===== src/rtl/booth_seq_mul_if.sv =====
// booth_seq_mul_if: operand/product valid-ready bundle for booth_seq_mul
interface booth_seq_mul_if #(parameter int W = 16);
  logic in_valid, in_ready, out_valid, out_ready, busy;
  logic [W-1:0] x, y;
  logic [2*W-1:0] p;
  modport master (output in_valid, x, y, out_ready, input in_ready, out_valid, p, busy);
  modport slave (input in_valid, x, y, out_ready, output in_ready, out_valid, p, busy);
endinterface


===== src/rtl/booth_seq_mul.sv =====
// booth_seq_mul: sequential radix-4 Booth multiplier, one digit per cycle through booth_pp
module booth_pp #(
  parameter int W = 16,
  parameter int PIPE = 0
) (
  input  logic         clk,
  input  logic         rst,
  input  logic [2:0]   i_booth_bits,
  input  logic [W-1:0] i_y,
  output logic [W:0]   o_pp,
  output logic         o_cpl
);
  logic w_neg, w_one, w_two;
  logic [W:0] w_mag, w_pp;
  always_comb begin
    w_neg = i_booth_bits[2] & ~(i_booth_bits[1] & i_booth_bits[0]);
    w_one = i_booth_bits[1] ^ i_booth_bits[0];
    w_two = (i_booth_bits == 3'b011) | (i_booth_bits == 3'b100);
    w_mag = w_one ? {i_y[W-1], i_y} : w_two ? {i_y, 1'b0} : '0;
    w_pp  = w_neg ? ~w_mag : w_mag;
  end
  // negative digits return the one's complement; the +1 travels separately as cpl
  if (PIPE == 0) begin : g_comb
    assign o_pp  = w_pp;
    assign o_cpl = w_neg;
  end else begin : g_pipe
    logic [PIPE-1:0][W:0] r_pp;
    logic [PIPE-1:0]      r_cpl;
    always_ff @(posedge clk or posedge rst) begin
      if (rst) begin
        r_pp  <= '0;
        r_cpl <= '0;
      end else begin
        r_pp[0]  <= w_pp;
        r_cpl[0] <= w_neg;
        for (int j = 1; j < PIPE; j++) begin
          r_pp[j]  <= r_pp[j-1];
          r_cpl[j] <= r_cpl[j-1];
        end
      end
    end
    assign o_pp  = r_pp[PIPE-1];
    assign o_cpl = r_cpl[PIPE-1];
  end
endmodule

module booth_seq_mul #(
  parameter int W = 16,
  parameter int PIPE = 0
) (
  input logic clk,
  input logic rst,
  booth_seq_mul_if.slave s
);
  localparam int ND = W / 2;
  localparam int KW = (ND > 1) ? $clog2(ND) : 1;
  localparam logic [KW-1:0] LAST = KW'(ND - 1);
  typedef enum logic [1:0] {IDLE, RUN, DRAIN, DONE} state_t;
  state_t r_state, w_next;
  logic [W:0] r_xs;
  logic [W-1:0] r_y;
  logic [KW-1:0] r_k, w_rk;
  logic w_iv, w_rv, w_last, w_cpl;
  logic [W:0] w_pp;
  logic [2*W-1:0] r_acc, r_p, w_term, w_acc;
  assign w_iv        = r_state == RUN;
  assign w_last      = w_rv && (w_rk == LAST);
  assign s.in_ready  = (r_state == IDLE) && !rst;
  assign s.out_valid = r_state == DONE;
  assign s.busy      = r_state != IDLE;
  assign s.p         = r_p;
  // r_xs holds {x,0} shifted right two bits per issued digit, so [2:0] is the live Booth triplet
  booth_pp #(.W(W), .PIPE(PIPE)) u_pp (
    .clk(clk), .rst(rst), .i_booth_bits(r_xs[2:0]), .i_y(r_y), .o_pp(w_pp), .o_cpl(w_cpl)
  );
  if (PIPE == 0) begin : g_nv
    assign w_rv = w_iv;
    assign w_rk = r_k;
  end else begin : g_vs
    logic [PIPE-1:0]         r_vs;
    logic [PIPE-1:0][KW-1:0] r_ks;
    always_ff @(posedge clk or posedge rst) begin
      if (rst) begin
        r_vs <= '0;
        r_ks <= '0;
      end else begin
        r_vs[0] <= w_iv;
        r_ks[0] <= r_k;
        for (int j = 1; j < PIPE; j++) begin
          r_vs[j] <= r_vs[j-1];
          r_ks[j] <= r_ks[j-1];
        end
      end
    end
    assign w_rv = r_vs[PIPE-1];
    assign w_rk = r_ks[PIPE-1];
  end
  assign w_term = {{(W-1){w_pp[W]}}, w_pp} + (2*W)'(w_cpl);
  assign w_acc  = r_acc + (w_term << {w_rk, 1'b0});
  always_ff @(posedge clk or posedge rst) begin
    if (rst) r_state <= IDLE;
    else r_state <= w_next;
  end
  always_comb begin
    w_next = r_state;
    case (r_state)
      IDLE:    w_next = s.in_valid ? RUN : IDLE;
      RUN:     w_next = (r_k != LAST) ? RUN : (PIPE == 0) ? DONE : DRAIN;
      DRAIN:   w_next = w_last ? DONE : DRAIN;
      default: w_next = s.out_ready ? IDLE : DONE;
    endcase
  end
  always_ff @(posedge clk or posedge rst) begin
    if (rst) begin
      r_xs  <= '0;
      r_y   <= '0;
      r_k   <= '0;
      r_acc <= '0;
      r_p   <= '0;
    end else if (r_state == IDLE && s.in_valid) begin
      r_xs  <= {s.x, 1'b0};
      r_y   <= s.y;
      r_k   <= '0;
      r_acc <= '0;
    end else begin
      if (w_iv && r_k != LAST) begin
        r_xs <= r_xs >> 2;
        r_k  <= r_k + KW'(1);
      end
      if (w_rv) r_acc <= w_acc;
      if (w_last) r_p <= w_acc;
    end
  end
endmodule


===== src/flat_wrapper.sv =====
// flat-port wrapper written by rule: the top's interface ports become plain ports
module booth_seq_mul_flat 
#(
  parameter int W = 16,
  parameter int PIPE = 0
)
  (clk, rst, s_in_valid, s_x, s_y, s_out_ready, s_in_ready, s_out_valid, s_p, s_busy);
  booth_seq_mul_if #(.W(W)) s_i ();
  input logic clk;
  input logic rst;
  input wire logic [$bits(s_i.in_valid)-1:0] s_in_valid;
  input wire logic [$bits(s_i.x)-1:0] s_x;
  input wire logic [$bits(s_i.y)-1:0] s_y;
  input wire logic [$bits(s_i.out_ready)-1:0] s_out_ready;
  output wire logic [$bits(s_i.in_ready)-1:0] s_in_ready;
  output wire logic [$bits(s_i.out_valid)-1:0] s_out_valid;
  output wire logic [$bits(s_i.p)-1:0] s_p;
  output wire logic [$bits(s_i.busy)-1:0] s_busy;
  assign s_i.in_valid = s_in_valid;
  assign s_i.x = s_x;
  assign s_i.y = s_y;
  assign s_i.out_ready = s_out_ready;
  assign s_in_ready = s_i.in_ready;
  assign s_out_valid = s_i.out_valid;
  assign s_p = s_i.p;
  assign s_busy = s_i.busy;
  booth_seq_mul #(.W(W), .PIPE(PIPE)) u_core (.clk(clk), .rst(rst), .s(s_i));
endmodule

===== config.mk =====
export PLATFORM = sky130hd
export DESIGN_NAME = booth_seq_mul_flat
export DESIGN_NICKNAME = d
export VERILOG_FILES = /design/src/rtl/booth_seq_mul_if.sv /design/src/rtl/booth_seq_mul.sv /design/src/flat_wrapper.sv
export SDC_FILE = /design/constraint.sdc
export NUM_CORES = 1
export LEC_CHECK = 0
export BUFFER_PORTS_ARGS = -buffer_cell sky130_fd_sc_hd__buf_4
export CORE_MARGIN = 2
export CORE_UTILIZATION = 67
export CTS_BUF_LIST = sky130_fd_sc_hd__clkbuf_2
export DETAILED_ROUTE_END_ITERATION = 10
export PLACE_DENSITY_LB_ADDON = 0.25
export SYNTH_ARGS = -nofsm -noshare
export SYNTH_HDL_FRONTEND = slang
export SYNTH_HIERARCHICAL = 1
export SYNTH_SLANG_ARGS = --single-unit

===== constraint.sdc =====
create_clock -name clk -period 8.4 [get_ports clk]
set_input_delay 0.42 -clock clk [delete_from_list [all_inputs] [get_ports clk]]
set_output_delay 0.42 -clock clk [all_outputs]
set_load 0.01 [all_outputs]

==> results of run 1 <==
[cell usage in the layout (no fill, tap or decap), drive strengths merged, types with 17 or more instances in the layout]
master and count:
dfrtp 102, o21ai 70, nor3 18, nand2b 17, buf 79, nor2b 21
nand2 148, ha 37, nand3 28, mux2i 34, nor2 47, dlygate4sd3 20
a21oi 59, inv 26, a22o 22, a21o 27, xnor2 19
[worst max-delay path by stage]
stage                    from               end
2_1_floorplan  u_core/r_xs[0]    u_core/s.p[31]
3_3_place_gp   u_core/r_xs[0]    u_core/s.p[31]
3_5_place_dp   u_core/r_xs[0]    u_core/s.p[31]
4_1_cts        u_core/r_xs[0]    u_core/s.p[31]
5_1_grt        u_core/r_xs[1]  u_core/r_acc[31]
6_report       u_core/r_xs[0]    u_core/s.p[31]
[cells by family (layout without fill, tap and decap cells)]
| logic type | Yosys count | count (layout) | share of synthesized area, % |
|---|---|---|---|
| AND/OR/NAND/NOR | 329 | 329 | 20.1 |
| XOR/XNOR | 32 | 32 | 3.58 |
| flip-flops | 102 | 102 | 32.6 |
| multiplexers | 52 | 52 | 7.57 |
| buffers and inverters | 87 | 140 | 4.88 |
| adder cells (fa/ha/maj) | 38 | 38 | 6.18 |
| AO/OA/AOI/OAI | 282 | 282 | 25.1 |
[critical path, cell delays in order (launching register included)]
cell	delay, ns
dfrtp_1	0.43
ha_1	0.63
nor2b_2	0.29
a21o_1	0.25
a221oi_1	0.46
ha_1	0.28
and4_1	0.37
nand3_1	0.18
nor2_1	0.28
xnor2_1	0.10
a211oi_1	0.52
a21oi_1	0.18
o21ai_0	0.21
ha_1	0.33
and4_1	0.24
and2_1	0.23
a32oi_1	0.60
a21oi_2	0.20
o311ai_1	0.54
or4_1	0.19
nand3_1	0.07
[cell type report]
| cell class | instances | area (um2) | area share [%] |
|---|---|---|---|
| multi-input combinational | 733 | 4890 | 56.8 |
| sequential | 102 | 2550 | 29.6 |
| timing repair buffer | 99 | 793 | 9.21 |
| tap | 143 | 179 | 2.08 |
| inverter | 25 | 96.3 | 1.12 |
| clock buffer | 11 | 55.1 | 0.639 |
| clock inverter | 5 | 45.0 | 0.523 |
[per-stage QoR]
step	worst slack (ns)	instance area, um2
2_1_floorplan	3.23	7820
4_1_cts	1.86	8610
3_3_place_gp	2.02	8310
5_1_grt	1.31	8610
6_report	1.73	8610
3_5_place_dp	1.89	8310
[registers in the layout, summed over array words and instances, names as in the netlist]
signal	flops
u_core/r_xs	17
u_core/r_state	2
u_core/r_acc	32
u_core/s.p	32
u_core/r_y	16
u_core/r_k	3
[repair_timing]
action,CTS,global route
endpoints found under the hold margin,58,0
hold buffers,20,0
gates resized for setup,0,0
[layer usage]
| metal | vias to the layer above | global-route usage, % | share of wire [%] | wire, um |
|---|---|---|---|---|
| met5 | - | 0 | 0 | 0 |
| met4 | 0 | 11.6 | 2.1 | 432 |
| met3 | 41 | 5.18 | 5.6 | 1160 |
| met2 | 294 | 57.4 | 50 | 10300 |
| met1 | 3497 | 42.5 | 42 | 8680 |
| li1 | 3444 | - | - | - |
==> flow_summary.toml, run 1 <==
[status]
status = "completed"

[yosys]
synth.area.top_cells = "dfrtp_1 (33%), nand2_1 (7.1%), ha_1 (5.9%)"
synth_fp_nets = 996
synth_top_area_cell = "dfrtp_1"
syn_area_per_cell_um2 = 8.48
syn_area_um2 = 7820
yosysWarnings = 6
ys_seq_area_share_pct = 32.6
synthArstFlopShare_pct = 100
ys_seq_elements = 102
yosysUniqueCellTypes = 72
ys.flop_type = "dfrtp_1"
synth-edff-count = 0
synth_commonest_cells = "nand2_1 (147), dfrtp_1 (102), o21ai_0 (68)"
synth_most_common_cell = "nand2_1"
synth_top_area_share_pct = 32.6
syn_inst = 922

[layout]
area_growth_pct = 10.1
fin_cells = 1118
fin_util_pct = 75.4
num_antenna_cells = 0
drive_above_1_share_pct = 14.5
fillCellCount = 849
layout.nets = 1044

[detailed_routing]
wl_mm = 20.6
final_antenna_net_count = 0
drtIter0Drc = 620
routedWlPerCell_um = 18.4
first_pass_iters = 6
vias_per_cell = 6.51
via_count = 7276
drc_errors = 0

[floorplan]
num_io_pins = 71
core-area_um2 = 11400
rows = 39
initial_core_util_pct = 68.5
die-area_um2 = 12500
fp.dieH_um = 112
dieWidth_um = 112

[clock_tree]
clk_pin_slew_worst_paths_ns = 0.29
insertion_delay_ns = 0.65
clock-root-buffer = "clkbuf_2"
ctsHtreeMaxLevel = 3
postCtsSetupBuffers = 0
cts_buffers = 9
cts_tree = "done"
cts_max_path_buffers = 2
cts_sinks = 102

[critical_path]
rr_startpoint = "u_core/r_xs[0]"
critPathKind = "flop to flop"
cp_max_fo = 23
crit_path_start_kind = "flop"
required_ns = 8.96
reg2reg_depth = 20
cp-end-kind = "flop"
r2r_end = "u_core/s.p[31]"
ff2ff_setup_slack_ns = 1.73
cp.arrival_ns = 7.23

[sta]
fin_hold_ws_ns = 0.0239
finalSetupTns_ns = 0
relSlewSlack_pct = 24.7
rsz0062_at_grt = "false"
clock.fmax_mhz = 150
worstMarginPinSlew_ns = 1.13
setup_violations = 0
final-hold-violation-count = 0
fin_crit_sh_pct = 79.4
period_minus_slack_ns = 6.67
slew_viol_final = 0
skew_ns = 0.0333

[grt]
grt-ovfl-total = 0
antenna_found_initial = 0
grt_use_total_pct = 33.1
grt_pass1_wl_mm = 34.3
grt_max_degree = 65
grt_pass1_vias = 7067

[min_path]
hold_start = "s_x[13]"
hp-class = "input pin to flop"
holdPathStages = 3
hold_end = "u_core/r_xs[14]"

[placement]
portBuffers = 70
dp.cells = 1082
gp_congestion = 0.993
dp_hpwl_mm = 14.7

[run]
drv_cap = 0
Power of run 1 is not shown: default switching activity piles up to over one toggle a cycle in this logic, so the estimate is an artifact.
==> run 2: changes to the inputs <==
--- a/config.mk
+++ b/config.mk
@@ -5,9 +5,10 @@
 export SDC_FILE = /design/constraint.sdc
 export NUM_CORES = 1
 export LEC_CHECK = 0
+export ABC_AREA = 1
 export BUFFER_PORTS_ARGS = -buffer_cell sky130_fd_sc_hd__buf_4
 export CORE_MARGIN = 2
-export CORE_UTILIZATION = 67
+export CORE_UTILIZATION = 57
 export CTS_BUF_LIST = sky130_fd_sc_hd__clkbuf_2
 export DETAILED_ROUTE_END_ITERATION = 10
 export PLACE_DENSITY_LB_ADDON = 0.25
==> constraint.sdc (replaced) <==
create_clock -name clk -period 6.1 [get_ports clk]
set_input_delay 0.305 -clock clk [delete_from_list [all_inputs] [get_ports clk]]
set_output_delay 0.305 -clock clk [all_outputs]
set_load 0.01 [all_outputs]
==> flow_summary.toml, run 2 <==
[grt]
grt-ovfl-total = 0
grt_pass1_vias = 7275
antenna_found_initial = 0
grt_max_degree = 64
grt_pass1_wl_mm = 35.0
grt_use_total_pct = 29.9

[yosys]
syn_area_per_cell_um2 = 6.49
synth_fp_nets = 1308
ys_seq_area_share_pct = 31.9
synth_top_area_share_pct = 31.9
yosysUniqueCellTypes = 42
yosysWarnings = 6
syn_area_um2 = 8010
synth_commonest_cells = "nand2_1 (502), inv_1 (131), nand3_1 (130)"
ys_seq_elements = 102
ys.flop_type = "dfrtp_1"
synth_most_common_cell = "nand2_1"
syn_inst = 1234
synth-edff-count = 0
synth_top_area_cell = "dfrtp_1"
synth.area.top_cells = "dfrtp_1 (32%), nand2_1 (24%), nand3_1 (8.1%)"
synthArstFlopShare_pct = 100

[sta]
rsz0062_at_grt = "false"
slew_viol_final = 0
relSlewSlack_pct = 19.1
skew_ns = 0.0297
period_minus_slack_ns = 4.87
finalSetupTns_ns = 0
worstMarginPinSlew_ns = 1.21
final-hold-violation-count = 0
fin_crit_sh_pct = 79.8
clock.fmax_mhz = 205
setup_violations = 0

[critical_path]
reg2reg_depth = 27
rr_startpoint = "u_core/r_xs[0]"
path_depth = 27
slowest_delay_ns = 0.51
cp_top_family = "simple AND/OR/NAND/NOR gates"
cp_max_fo = 32
cp.arrival_ns = 5.45
crit_path_start_kind = "flop"
required_ns = 6.69
cp_slowest_cell = "ha_1"
cp_common_cell = "nand2_1"
r2r_end = "u_core/s.p[30]"
crit_buf_inv = 2
critPathKind = "flop to flop"
cp-end-kind = "flop"
ff2ff_setup_slack_ns = 1.23

[detailed_routing]
wl_met3_mm = 1.35
highest_layer = "met4"
drc_errors = 0
routed-wl-met2_mm = 10.1
final_antenna_net_count = 0
via_count = 8170
drtIter0Drc = 652
wl_mm = 21.8
vias_per_cell = 5.40
routedWlPerCell_um = 14.4
first_pass_iters = 5
met1_length_mm = 9.77

[layout]
drive_above_1_share_pct = 11.5
final_common_cell = "nand2_1"
layout.nets = 1403
area_growth_pct = 15.0
num_antenna_cells = 0
layout_common_cells = "nand2_1 (502), nand3_1 (130), inv_1 (130), dfrtp_1 (102), nor2_1 (81)"

[floorplan]
core-area_um2 = 13800
rows = 43
die-area_um2 = 15000
fp.dieH_um = 123
dieWidth_um = 123
initial_core_util_pct = 57.9
num_io_pins = 71

[clock_tree]
ctsHtreeMaxLevel = 3
insertion_delay_ns = 0.65
clk_pin_slew_worst_paths_ns = 0.31
cts_tree = "done"
clock-root-buffer = "clkbuf_2"
cts_buffers = 9
postCtsSetupBuffers = 0
cts_max_path_buffers = 2
cts_sinks = 102

[placement]
gp_congestion = 0.977
dp_hpwl_mm = 15.9
portBuffers = 70

[status]
status = "completed"

[run]
drv_cap = 0

[min_path]
hp-class = "input pin to asynchronous set/reset pin"
==> run 2: changes by cell type after synthesis, sizes merged, moves of 28 or more <==
cell    delta
nand2    +365
clkbuf    -28
nand3    +114
nor2      +44
mux2i     -33
a21oi     -34
inv      +112
==> run 2: cell type report <==
cell class	count	area [um2]
Clock inverter	6	77.6
Inverter	138	526
Tap cell	180	225
Fill cell	1269	4610
Timing Repair Buffer	125	1060
Clock buffer	10	50.0
Sequential cell	102	2550
Multi-Input combinational cell	953	4720
==> run 2: worst max-delay path by stage <==
| stage | from | endpoint | slack, ns |
|---|---|---|---|
| after floorplan | u_core/r_xs[0] | u_core/r_acc[29] | 2.48 |
| after global placement | u_core/r_xs[0] | u_core/r_acc[30] | 1.46 |
| after detailed placement | u_core/r_xs[0] | u_core/s.p[30] | 1.38 |
| after CTS | u_core/r_xs[0] | u_core/s.p[30] | 1.32 |
| after global routing | u_core/r_xs[1] | u_core/s.p[30] | 0.72 |
| final | u_core/r_xs[0] | u_core/s.p[30] | 1.23 |
==> run 2: per-stage QoR <==
| step | hold WS [ns] | instance area (um2) | cells | setup WS, ns | util (%) |
|---|---|---|---|---|---|
| after global placement | 0.371 | 8590 | 1448 | 1.46 | 62.1 |
| final | 0.189 | 9210 | 1514 | 1.23 | 66.6 |
| after floorplan | 0.401 | 8010 | 1234 | 2.48 | - |
| after CTS | 0.139 | 9210 | 1514 | 1.32 | 66.6 |
| after global routing | 0.189 | 9210 | 1514 | 0.724 | 66.6 |
| after detailed placement | 0.376 | 8590 | 1448 | 1.38 | 62.1 |
==> run 2: cells by family after synthesis <==
family | count (synthesis) | synth area share, %
AO/OA/AOI/OAI | 109 | 7.53
XOR/XNOR | 18 | 1.97
adder cells (fa/ha/maj) | 38 | 6.03
buffers and inverters | 179 | 9.28
flip-flops | 102 | 31.9
multiplexers | 17 | 2.37
AND/OR/NAND/NOR | 771 | 41.0
==> run 2: what timing repair did <==
| action | CTS | global route |
|---|---|---|
| hold buffers | 50 | 0 |
| hold endpoints to repair | 73 | 0 |
| gates resized for setup | 0 | 0 |
==> run 2: metal layers <==
| metal | vias to the layer above | GRT usage (%) |
|---|---|---|
| li1 | 4120 | - |
| met1 | 3755 | 40.1 |
| met2 | 257 | 49.5 |
| met3 | 38 | 4.93 |
| met4 | 0 | 9.63 |
| met5 | - | 0 |
==> run 2: worst reg2reg max path: stages (launching register included) <==
cell and delay [ns]:
dfrtp_1 0.44, inv_1 0.05, ha_1 0.51, inv_4 0.25
nand3_4 0.33, nand2_1 0.16, nand2_1 0.06, nand2_1 0.10
ha_1 0.20, nand2_1 0.08, nor2_1 0.13, nand2_1 0.17
xnor2_1 0.20, mux2i_1 0.21, nand2_1 0.11, nand3_1 0.10
o21ai_0 0.13, ha_1 0.41, nand2_1 0.12, nor2_1 0.25
and2_1 0.17, nand2_1 0.07, nand2_1 0.19, nand2_1 0.10
nand2_1 0.08, nand2_1 0.06, nand3_1 0.07, nand2_1 0.06
Power of run 2 is left out for the same reason.
==> run 3: changes to the inputs <==
==> constraint.sdc (replaced) <==
create_clock -name clk -period 4.4 [get_ports clk]
set_input_delay 0.22 -clock clk [delete_from_list [all_inputs] [get_ports clk]]
set_output_delay 0.22 -clock clk [all_outputs]
set_load 0.01 [all_outputs]
==> flow_summary.toml, run 3 (synthesized netlist as in run 2, its figures left out) <==
[status]
status = "completed"

[layout]
layout.nets = 1420
fin_cells = 1531
area_growth_pct = 17.9
layout_common_cells = "nand2_1 (496), inv_1 (130), nand3_1 (129), dfrtp_1 (102), buf_4 (90)"
fillCellCount = 1231
final_common_cell = "nand2_1"
num_antenna_cells = 0
drive_above_1_share_pct = 13.8
fin_area_um2 = 9440

[grt]
grtUsageMet3_pct = 4.00
top_usage_layer = "met2"
grt_max_degree = 64
grt_pass1_wl_mm = 35.7
grt-ovfl-total = 0
grt_pass1_vias = 7579
grt_use_total_pct = 30.0
use_met2_pct = 49.6
grt_use_met1_pct = 41.1
antenna_found_initial = 0

[run]
drv_cap = 0

[sta]
period_minus_slack_ns = 4.07
setup_violations = 0
fin_crit_sh_pct = 92.4
finalSetupTns_ns = 0
skew_ns = 0.0382
clock.fmax_mhz = 246
relSlewSlack_pct = 17.5
worstMarginPinSlew_ns = 1.24
setup_ws_ns = 0.333
slew_viol_final = 0
final-hold-violation-count = 0

[critical_path]
critPathKind = "flop to flop"
ff2ff_setup_slack_ns = 0.33
cp-end-kind = "flop"
rr_startpoint = "u_core/r_xs[0]"
r2r_end = "u_core/r_acc[20]"
crit_path_start_kind = "flop"
cp.arrival_ns = 4.65
required_ns = 4.98
reg2reg_depth = 26
cp_max_fo = 13

[floorplan]
core-area_um2 = 13800
dieWidth_um = 123
rows = 43
num_io_pins = 71
die-area_um2 = 15000
fp.dieH_um = 123
initial_core_util_pct = 57.9

[clock_tree]
clock-root-buffer = "clkbuf_2"
cts_buffers = 9
clk_pin_slew_worst_paths_ns = 0.30
insertion_delay_ns = 0.64
cts_max_path_buffers = 2
cts_tree = "done"
ctsHtreeMaxLevel = 3
cts_sinks = 102

[detailed_routing]
drc_errors = 0
routedWlPerCell_um = 14.1
vias_per_cell = 5.32
first_pass_iters = 5
drtIter0Drc = 689
via_count = 8139
wl_mm = 21.6
final_antenna_net_count = 0

[placement]
dp_hpwl_mm = 15.9
dp.cells = 1456
portBuffers = 70
place_ws_ns = 0.144
gp_congestion = 0.994
placed_cell_area_um2 = 8650

[min_path]
hp-class = "input pin to asynchronous set/reset pin"
[run 3: cell count changes in the layout (fill, tap and decap cells not counted), moves of 2 or more]
cell,change
ha_4,+2
nand2_1,-6
nor2_4,+3
ha_1,-3
nand2_2,+6
nor2_2,+3
buf_4,+15
nor2_1,-6
[run 3: worst max-delay path by stage]
stage              startpoint          endpoint  slack, ns  cells after the start
2_1_floorplan  u_core/r_xs[0]  u_core/r_acc[29]       0.78                     27
3_3_place_gp   u_core/r_xs[0]    u_core/s.p[30]       0.25                     25
3_5_place_dp   u_core/r_xs[0]  u_core/r_acc[30]       0.14                     25
4_1_cts        u_core/r_xs[0]  u_core/r_acc[30]       0.11                     25
5_1_grt        u_core/r_xs[0]  u_core/r_acc[30]      -0.04                     27
6_report       u_core/r_xs[0]  u_core/r_acc[20]       0.33                     26
[run 3: per-stage QoR]
stage                     hold slack [ns]  utilization (%)
after floorplan                     0.316                -
after CTS                           0.197             67.0
after global placement              0.414             62.5
after global routing                0.217             68.3
final                               0.234             68.3
after detailed placement            0.412             62.5
[run 3: worst max-delay path: stages (launching register included)]
cell and delay (ns):
dfrtp_1 0.45, inv_1 0.09, ha_4 0.30, inv_4 0.05, buf_4 0.17, nand2_1 0.06, nand2_1 0.08, nand2_1 0.07
nand2_1 0.05, nand2_1 0.12, nand2_1 0.11, nor2_2 0.16, nand2_2 0.12, xnor2_1 0.16, o21ai_1 0.19, nand2_1 0.10
nand3_1 0.10, o21ai_0 0.14, ha_1 0.38, a21oi_1 0.23, o21bai_1 0.11, nand3b_1 0.26, buf_4 0.19, nand2_1 0.08
nand3b_1 0.10, nand3_1 0.10, nand2_1 0.06
[run 3: layout make-up]
| type | count | area (um2) | share of cell area, % |
|---|---|---|---|
| clock buffers | 9 | 45.0 | 0.477 |
| clock inverters | 7 | 78.8 | 0.835 |
| inverters | 138 | 526 | 5.57 |
| multi-input cells | 953 | 4810 | 50.9 |
| flip-flops and latches | 102 | 2550 | 27.0 |
| well taps | 180 | 225 | 2.39 |
| repair buffers | 142 | 1210 | 12.8 |
[run 3: repair_timing]
item / CTS / global route
setup endpoints to repair: 0 / 44
endpoints found under the hold margin: 96 / 0
gates resized for setup: 0 / 23
setup buffers: 0 / 9
hold buffers: 50 / 0
[run 3: layer usage]
| metal | share of wire, % | vias up |
|---|---|---|
| met3 | 6.2 | 34 |
| met2 | 47 | 241 |
| li1 | - | 4148 |
| met1 | 45 | 3716 |
| met5 | 0 | - |
| met4 | 1.9 | 0 |
Power of run 3 is left out for the same reason.
